[config.mk]
export PLATFORM = sky130hd
export DESIGN_NAME = i3c_phy_line_ctrl
export DESIGN_NICKNAME = d
export VERILOG_FILES = /design/src/rtl/i3c_phy_pkg.sv /design/src/rtl/i3c_phy_line_sync.sv /design/src/rtl/i3c_phy_line_ctrl.sv
export SDC_FILE = /design/constraint.sdc
export NUM_CORES = 1
export LEC_CHECK = 0
export CORE_MARGIN = 2
export CORE_UTILIZATION = 35
export CTS_CLUSTER_SIZE = 16
export DETAILED_ROUTE_END_ITERATION = 10
export HOLD_SLACK_MARGIN = 0.1
export PLACE_DENSITY = 0.63
export SKIP_LAST_GASP = 1
export SYNTH_ARGS = -nofsm -noshare
export SYNTH_HDL_FRONTEND = slang
export SYNTH_SLANG_ARGS = --single-unit
[constraint.sdc]
create_clock -name clk_i -period 2.15 [get_ports clk_i]
set_clock_uncertainty 0.1 [all_clocks]
set_input_delay 0.43 -clock clk_i [delete_from_list [all_inputs] [get_ports clk_i]]
set_output_delay 0.43 -clock clk_i [all_outputs]
set_load 0.1 [all_outputs]
[src/rtl/i3c_phy_pkg.sv]
// Shared types and the line-driver encoding used by the I3C PHY line controller.
package i3c_phy_pkg;

    typedef struct packed {
        logic level;
        logic pp;
    } line_req_t;

    typedef enum logic {
        LcIdle     = 1'b0,
        LcHandover = 1'b1
    } line_ctrl_state_e;

    // Returns {phy_data, sel_od_pp}; in open-drain a 1 on phy_data pulls the line low.
    function automatic logic [1:0] encode_line(input line_req_t req);
        logic [1:0] enc;
        if (req.pp) begin
            enc = {req.level, 1'b1};
        end else begin
            enc = {~req.level, 1'b0};
        end
        return enc;
    endfunction

endpackage

[src/rtl/i3c_phy_line_sync.sv]
// Bus-line synchroniser with an optional saturating deglitch filter.
// Filter is built only when I3C_PHY_GLITCH_FILTER_EN is defined.
module i3c_phy_line_sync #(
    parameter int unsigned SyncStages   = 2,
    parameter int unsigned FilterCycles = 3
) (
    input  logic clk_i,
    input  logic rst_ni,
    input  logic line_i,
    output logic line_o
);

    logic [SyncStages-1:0] r_sync;

    // Synchroniser chain; the MSB is the last stage, preset high like an idle bus.
    always_ff @(posedge clk_i or negedge rst_ni) begin
        if (!rst_ni) begin
            r_sync <= '1;
        end else begin
            r_sync <= {r_sync[SyncStages-2:0], line_i};
        end
    end

`ifdef I3C_PHY_GLITCH_FILTER_EN
    localparam logic [2:0] FiltLast = 3'(FilterCycles - 1);

    logic       r_filt_out;
    logic [2:0] r_filt_cnt;

    // Output flips only after FilterCycles consecutive differing samples; shorter runs are dropped.
    always_ff @(posedge clk_i or negedge rst_ni) begin
        if (!rst_ni) begin
            r_filt_out <= 1'b1;
            r_filt_cnt <= 3'd0;
        end else if (r_sync[SyncStages-1] != r_filt_out) begin
            if (r_filt_cnt == FiltLast) begin
                r_filt_out <= r_sync[SyncStages-1];
                r_filt_cnt <= 3'd0;
            end else begin
                r_filt_cnt <= r_filt_cnt + 3'd1;
            end
        end else begin
            r_filt_cnt <= 3'd0;
        end
    end

    assign line_o = r_filt_out;
`else
    assign line_o = r_sync[SyncStages-1];
`endif

endmodule

[src/rtl/i3c_phy_line_ctrl.sv]
// I3C PHY line control: level/mode requests to OD/PP driver encoding with level-before-mode
// handover, bus-line synchronisation and SDA arbitration-loss detect (filter: I3C_PHY_GLITCH_FILTER_EN).
module i3c_phy_line_ctrl
    import i3c_phy_pkg::*;
#(
    parameter int unsigned HandoverCycles = 2,
    parameter int unsigned SyncStages     = 2,
    parameter int unsigned FilterCycles   = 3
) (
    input  logic clk_i,
    input  logic rst_ni,
    input  logic req_valid_i,
    output logic req_ready_o,
    input  logic req_scl_i,
    input  logic req_sda_i,
    input  logic req_scl_pp_i,
    input  logic req_sda_pp_i,
    output logic scl_phy_data_o,
    output logic scl_sel_od_pp_o,
    output logic sda_phy_data_o,
    output logic sda_sel_od_pp_o,
    input  logic bus_scl_i,
    input  logic bus_sda_i,
    output logic scl_o,
    output logic sda_o,
    output logic arb_lost_o
);

    localparam logic [3:0] HoLoad = 4'(HandoverCycles);

    line_ctrl_state_e r_state, w_state_n;
    logic [3:0]       r_cnt, w_cnt_n;
    logic             r_ready, w_ready_n;
    line_req_t        r_scl_app, r_sda_app, w_scl_app_n, w_sda_app_n;
    logic             r_scl_pend_pp, r_sda_pend_pp, w_scl_pend_pp_n, w_sda_pend_pp_n;
    logic [1:0]       r_scl_enc, r_sda_enc;
    logic             w_scl_sync, w_sda_sync;
    logic             r_scl_prev, r_arb_lost, w_arb_lost;
    logic             w_accept, w_mode_change;

    assign w_accept      = req_valid_i & r_ready;
    assign w_mode_change = (req_scl_pp_i != r_scl_app.pp) | (req_sda_pp_i != r_sda_app.pp);

    // Next applied level/mode; on a mode change the new level goes out first in the old mode.
    always_comb begin
        w_state_n       = r_state;
        w_cnt_n         = r_cnt;
        w_ready_n       = r_ready;
        w_scl_app_n     = r_scl_app;
        w_sda_app_n     = r_sda_app;
        w_scl_pend_pp_n = r_scl_pend_pp;
        w_sda_pend_pp_n = r_sda_pend_pp;
        case (r_state)
            LcIdle: begin
                if (w_accept) begin
                    w_scl_app_n.level = req_scl_i;
                    w_sda_app_n.level = req_sda_i;
                    w_scl_pend_pp_n   = req_scl_pp_i;
                    w_sda_pend_pp_n   = req_sda_pp_i;
                    if (w_mode_change) begin
                        w_state_n = LcHandover;
                        w_cnt_n   = HoLoad;
                        w_ready_n = 1'b0;
                    end else begin
                        w_state_n = LcIdle;
                    end
                end else begin
                    w_state_n = LcIdle;
                end
            end
            LcHandover: begin
                if (r_cnt <= 4'd1) begin
                    w_scl_app_n.pp = r_scl_pend_pp;
                    w_sda_app_n.pp = r_sda_pend_pp;
                    w_state_n      = LcIdle;
                    w_cnt_n        = 4'd0;
                    w_ready_n      = 1'b1;
                end else begin
                    w_cnt_n = r_cnt - 4'd1;
                end
            end
            default: begin
                w_state_n = LcIdle;
                w_cnt_n   = 4'd0;
                w_ready_n = 1'b1;
            end
        endcase
    end

    // Control state and registered driver encoding; reset releases both lines in open-drain.
    always_ff @(posedge clk_i or negedge rst_ni) begin
        if (!rst_ni) begin
            r_state       <= LcIdle;
            r_cnt         <= 4'd0;
            r_ready       <= 1'b1;
            r_scl_app     <= '{level: 1'b1, pp: 1'b0};
            r_sda_app     <= '{level: 1'b1, pp: 1'b0};
            r_scl_pend_pp <= 1'b0;
            r_sda_pend_pp <= 1'b0;
            r_scl_enc     <= 2'b00;
            r_sda_enc     <= 2'b00;
        end else begin
            r_state       <= w_state_n;
            r_cnt         <= w_cnt_n;
            r_ready       <= w_ready_n;
            r_scl_app     <= w_scl_app_n;
            r_sda_app     <= w_sda_app_n;
            r_scl_pend_pp <= w_scl_pend_pp_n;
            r_sda_pend_pp <= w_sda_pend_pp_n;
            r_scl_enc     <= encode_line(w_scl_app_n);
            r_sda_enc     <= encode_line(w_sda_app_n);
        end
    end

    i3c_phy_line_sync #(
        .SyncStages  (SyncStages),
        .FilterCycles(FilterCycles)
    ) u_scl_sync (
        .clk_i (clk_i),
        .rst_ni(rst_ni),
        .line_i(bus_scl_i),
        .line_o(w_scl_sync)
    );

    i3c_phy_line_sync #(
        .SyncStages  (SyncStages),
        .FilterCycles(FilterCycles)
    ) u_sda_sync (
        .clk_i (clk_i),
        .rst_ni(rst_ni),
        .line_i(bus_sda_i),
        .line_o(w_sda_sync)
    );

    // We released SDA (OD, level 1) yet see it low on an SCL rise: another device won.
    assign w_arb_lost = w_scl_sync & ~r_scl_prev & ~w_sda_sync & ~r_sda_app.pp & r_sda_app.level;

    // SCL edge history and the registered loss pulse.
    always_ff @(posedge clk_i or negedge rst_ni) begin
        if (!rst_ni) begin
            r_scl_prev <= 1'b1;
            r_arb_lost <= 1'b0;
        end else begin
            r_scl_prev <= w_scl_sync;
            r_arb_lost <= w_arb_lost;
        end
    end

    assign req_ready_o     = r_ready;
    assign scl_phy_data_o  = r_scl_enc[1];
    assign scl_sel_od_pp_o = r_scl_enc[0];
    assign sda_phy_data_o  = r_sda_enc[1];
    assign sda_sel_od_pp_o = r_sda_enc[0];
    assign scl_o           = w_scl_sync;
    assign sda_o           = w_sda_sync;
    assign arb_lost_o      = r_arb_lost;

endmodule

==> results.tsv, run 1 <==
stage	metric	value	unit
clock_network	clock insertion delay at the later pin of the skew report	0.30	ns
global_route	vias in the first global route	519	
detailed_routing	first-pass iteration count of the detailed router	4	
clock_network	setup repair bufs after CTS	0	
finish	net count reported at finish	93	
status	run status	finished, final reports clean	
finish	final core utilization	0.4637	
finish	most frequent standard cell in the layout excluding fill and tap cells	dfrtp_1	
die	core outline area	2410	um2
sta	final number of max-transition violations	0	
detailed_routing	post-DR vias/cell	4.829	
sta	slew at the pin closest to its max-slew limit	0.4066	ns
worst_setup_path	sort of element at the end of the critical path	flip-flop	
clock_network	cts repair resizes	0	
finish	number of diodes	0	
clock_network	deepest level of the CTS H-tree	1	
clock_network	Bufs on Longest Clock Path	2	
clock_network	hold buffers post-CTS	0	
place	HPWL after detailed placement	1.063	mm
global_route	leftover overflow at the end of global routing	0	
detailed_routing	post-route DRC violation count	0	
sta	highest achievable clock rate	537.4	MHz
die	count of pins on the block boundary	17	
finish	proportion of layout cells with a drive suffix above 1	0.3457	
synth	post-synth top area share	0.3473	
sta	max_slew headroom	0.7278	
synth	post-synthesis average cell area	13.94	um2
clock_network	clock tree from TritonCTS	yes	
clock_network	count of clock tree sinks	20	
detailed_routing	ANT nets after route	0	
clock_network	clock-pin slew on the worst setup and hold paths	0.12	ns
finish	Post-Layout Cell Count	111	
worst_setup_path	crit path DAT	1.95	ns
place	Placer Congestion	0.7257	
place	instance count after placement with tap cells included	107	
clock_network	master cell of the clock root buffer	clkbuf_4	
sta	total negative slack	0	ns
global_route	initial antenna violation count	0	
global_route	maximum number of pins on one net before global-route repair	21	
finish	area growth from synthesis to final layout	29.23	%
clock_network	number of buffers created by CTS	3	
job	max-cap check violation count	0	
global_route	wire length of the first global-routing pass	2.449	mm
worst_setup_path	sort of element at the start of the critical path	flip-flop	
worst_setup_path	data required time at the worst endpoint	2.24	ns
die	Chip Width	53.70	um
hold_path	HP Class	flip-flop to flip-flop	
finish	most frequent cells in the layout	dfrtp_1, clkdlybuf4s50_1, dfstp_2	
sta	setup repair after global routing missed its margin	false	
synth	distinct cell type count after synthesis	25	
sta	Setup violations, final	0	
detailed_routing	number of DRC violations after detailed-routing iteration 0	20	
synth	cell type with the highest aggregate area in the netlist	dfrtp_1	
sta	Final Hold Fails	0	
global_route	all-layer global routing usage	0.1246	
worst_setup_path	path type of the worst setup path	flip-flop to flip-flop	
sta	minimum clock period after layout	1.861	ns
synth	Seq/Total Area, Yosys	0.5904	
finish	filler cell count in the final layout	212	
synth	Synth Net Count	73	
synth	Synthesis Warnings	0	
die	initial cell density of the core	0.3588	
detailed_routing	wire length per cell after detailed routing	12.82	um
detailed_routing	Post-Route WL	1.423	mm
die	die area	2884	um2
synth	main area contributors after synthesis	dfrtp_1, dfstp_2, mux2_4	
die	Die Y	53.70	um
place	IO Port Bufs	16	
worst_setup_path	Crit Path Max Fanout	5	
die	num rows	18	
detailed_routing	via count of the routed design	536	
synth	flops & latches, synth	20	
synth	summed instance area of the synthesized netlist	864.6	um2
synth	Synth Instances	62	
sta	final worst path period share	0.8656	
[final timing paths]
kind,from,to,slack [ns],depth (start not counted)
worst max-delay path,r_cnt[0],r_scl_enc[1],0.29,6
min in group asynchronous,rst_ni,r_sda_enc[1],0.35,2
max in group asynchronous,rst_ni,r_scl_prev,1.34,2
worst max register to register,r_cnt[0],r_scl_enc[1],0.29,6
worst min-delay path,u_scl_sync.r_sync[0],u_scl_sync.r_sync[1],0.27,0
worst min register to register,u_scl_sync.r_sync[0],u_scl_sync.r_sync[1],0.27,0
[per-stage QoR]
stage | setup slack (ns) | area (um2) | hold WS, ns
after floorplan | 0.1748 | 864.6 | 0.03441
after global placement | 0.2197 | 1065 | 0.2453
after CTS | 0.2679 | 1117 | 0.2716
final | 0.2890 | 1117 | 0.2687
after detailed placement | 0.1973 | 1065 | 0.2499
after global routing | 0.1490 | 1117 | 0.2737
[layer usage]
metal / wire (um) / GRT usage / vias up
met1: 624 / 0.1664 / 263
li1: - / - / 252
met3: 75 / 0.03889 / 2
met4: 16 / 0.08974 / 0
met2: 706 / 0.1687 / 19
met5: 0 / 0 / -
[critical path, cell delays in order, from the launching register on]
cell and delay, ns:
dfrtp_1 0.43, inv_1 0.07, ha_1 0.18, nor2_1 0.10, nor4b_4 0.39, mux2_4 0.36, xnor2_2 0.13
[logic make-up (layout without fill, tap and decap cells)]
kind of cell / after synthesis / in the layout / share of synthesized area
AOI/OAI and AO/OA: 10 / 10 / 0.07524
xor gates and xnor gates: 4 / 4 / 0.05789
adders and majority gates: 2 / 2 / 0.02894
buffers and inverters: 5 / 24 / 0.03907
DFF: 20 / 20 / 0.5904
muxes: 6 / 6 / 0.09551
and+or+nand+nor: 15 / 15 / 0.1129
[cell usage after synthesis]
| cell type | number |
|---|---|
| nor3_1 | 2 |
| a21o_1 | 2 |
| a211o_1 | 1 |
| ha_1 | 2 |
| or2_1 | 1 |
| or3_1 | 1 |
| xnor2_1 | 2 |
| nand4b_1 | 1 |
| and4b_1 | 1 |
| inv_1 | 3 |
| buf_6 | 2 |
| a21oi_1 | 1 |
| mux2_4 | 4 |
| xnor2_2 | 2 |
| dfstp_2 | 8 |
| o31ai_1 | 1 |
| nor2_1 | 5 |
| o31a_1 | 1 |
| mux2_1 | 2 |
| o21ai_1 | 1 |
| nand2_1 | 2 |
| nor4b_4 | 1 |
| and3_1 | 1 |
| dfrtp_1 | 12 |
| o21ai_0 | 3 |
[flip-flops by register name, summed over array words and instances (netlist names), 2 cells and up]
register	count
u_sda_sync.r_sync	2
r_cnt	4
r_sda_enc	2
r_scl_enc	2
u_scl_sync.r_sync	2
[cell type report]
cell class / count / area, um2 / share of cell area
clock buffer: 3 / 22.52 / 0.02016
clock inverter: 1 / 30.03 / 0.02688
inverter: 3 / 11.26 / 0.01008
multi-input combinational: 37 / 320.3 / 0.2867
sequential: 20 / 510.5 / 0.4569
tap: 30 / 37.54 / 0.03359
timing repair buffer: 17 / 185.2 / 0.1657
Power of run 1 is left out: the tool's default activity adds up to more than one toggle a clock period on the data nets, which glitch-free logic cannot reach.
==> inputs of run 2 (changes only) <==
GPL_TIMING_DRIVEN = 0   (was not set)
==> run 2 against run 1 <==
Utilization is 1.9 points lower. Die area stayed put. Global-route usage is 0.92 points lower. Maximum frequency is 8.4% lower.
==> results.tsv, run 2 (synthesized netlist as in run 1, its figures left out) <==
stage	metric	value	unit
status	run status	finished, final reports clean	
sta	Hold Worst Slack	0.2612	ns
die	core outline area	2410	um2
sta	final number of max-transition violations	0	
detailed_routing	Post-Route WL	1.373	mm
worst_setup_path	kind of cell adding the most delay to the critical path	buffers and inverters	
job	max-cap check violation count	0	
detailed_routing	first-pass iteration count of the detailed router	4	
worst_setup_path	data required time at the worst endpoint	1.62	ns
finish	filler cell count in the final layout	222	
global_route	wire length of the first global-routing pass	2.290	mm
die	die area	2884	um2
worst_setup_path	Crit Path Max Fanout	1	
die	count of pins on the block boundary	17	
place	IO Port Bufs	16	
detailed_routing	ANT nets after route	0	
sta	max_slew headroom	0.3688	
clock_network	deepest level of the CTS H-tree	1	
hold_path	HP Class	flip-flop to flip-flop	
finish	proportion of layout cells with a drive suffix above 1	0.3049	
finish	most frequent standard cell in the layout excluding fill and tap cells	dfrtp_1	
global_route	vias in the first global route	492	
sta	minimum clock period after layout	2.032	ns
die	Chip Width	53.70	um
sta	highest achievable clock rate	492.1	MHz
detailed_routing	post-route DRC violation count	0	
clock_network	master cell of the clock root buffer	clkbuf_4	
clock_network	clock insertion delay at the later pin of the skew report	0.31	ns
finish	area used by multi-input combinational logic	320.3	um2
finish	net count reported at finish	94	
detailed_routing	post-DR vias/cell	4.759	
worst_setup_path	sort of element at the end of the critical path	output port	
worst_setup_path	Slowest cell on crit path	dlygate4sd2_1	
worst_setup_path	sort of element at the start of the critical path	flip-flop	
finish	max FFs per register	4	
die	num rows	18	
die	Die Y	53.70	um
finish	Largest Register	r_cnt	
finish	number of diodes	0	
clock_network	count of clock tree sinks	20	
global_route	initial antenna violation count	0	
worst_setup_path	path type of the worst setup path	flip-flop to output port	
global_route	all-layer global routing usage	0.1154	
global_route	maximum number of pins on one net before global-route repair	21	
global_route	leftover overflow at the end of global routing	0	
worst_setup_path	critical path buffer and inverter count	1	
worst_setup_path	delay of the slowest critical-path stage	0.85	ns
place	HPWL after detailed placement	1.027	mm
detailed_routing	number of DRC violations after detailed-routing iteration 0	9	
finish	most frequent cells in the layout	dfrtp_1, clkdlybuf4s50_1, dfstp_2	
worst_setup_path	Cell Chain, Critical Path	dlygate4sd2_1	
finish	sequential cell area	510.5	um2
clock_network	number of buffers created by CTS	3	
finish	final core utilization	0.4450	
place	Placer Congestion	0.8359	
detailed_routing	via count of the routed design	533	
clock_network	clock tree from TritonCTS	yes	
sta	setup repair after global routing missed its margin	false	
sta	total negative slack	0	ns
sta	Setup violations, final	0	
sta	slew at the pin closest to its max-slew limit	0.9505	ns
sta	final worst path period share	0.9451	
clock_network	setup repair bufs after CTS	0	
sta	Final Hold Fails	0	
finish	area growth from synthesis to final layout	24.02	%
detailed_routing	wire length per cell after detailed routing	12.26	um
clock_network	Bufs on Longest Clock Path	2	
worst_setup_path	crit path DAT	1.50	ns
die	initial cell density of the core	0.3588	
clock_network	clock-pin slew on the worst setup and hold paths	0.11	ns
run 2: area by class of cell:
cell class / instances / area share
tap: 30 / 0.03501
multi-input combinational: 37 / 0.2987
sequential: 20 / 0.4761
clock buffer: 4 / 0.02450
inverter: 3 / 0.01050
buffer: 2 / 0.02100
timing repair buffer: 16 / 0.1342
run 2: path summary, 6_finish.rpt:
kind | start | depth (start not counted) | slack, ns | end
max | r_sda_enc[1] | 1 | 0.12 | sda_phy_data_o
min | u_scl_sync.r_sync[0] | 0 | 0.26 | u_scl_sync.r_sync[1]
max reg2reg | r_cnt[0] | 6 | 0.32 | r_sda_enc[1]
min reg2reg | u_scl_sync.r_sync[0] | 0 | 0.26 | u_scl_sync.r_sync[1]
max in group asynchronous | rst_ni | 1 | 0.91 | r_cnt[0]
min in group asynchronous | rst_ni | 1 | 0.50 | r_sda_enc[0]
run 2: routing by layer:
| metal | vias to the layer above | track usage | wire (um) |
|---|---|---|---|
| met5 | - | 0 | 0 |
| met4 | 0 | 0.05556 | 18 |
| met3 | 2 | 0.05278 | 63 |
| met2 | 14 | 0.1606 | 642 |
| met1 | 265 | 0.1507 | 649 |
| li1 | 252 | - | - |
run 2: what timing repair did:
item	CTS	global route
hold buffers	0	0
gates resized for setup	13	5
setup endpoints to repair	8	3
run 2: per-stage QoR:
step | setup slack (ns) | cell area, um2 | std cells
2_1_floorplan | 0.1748 | 864.6 | 62
3_3_place_gp | -0.04667 | 1062 | 108
3_5_place_dp | -0.04581 | 1062 | 108
4_1_cts | -0.1080 | 1085 | 112
5_1_grt | 0.05679 | 1072 | 112
6_report | 0.1181 | 1072 | 112
Power of run 2 is left out for the same reason.
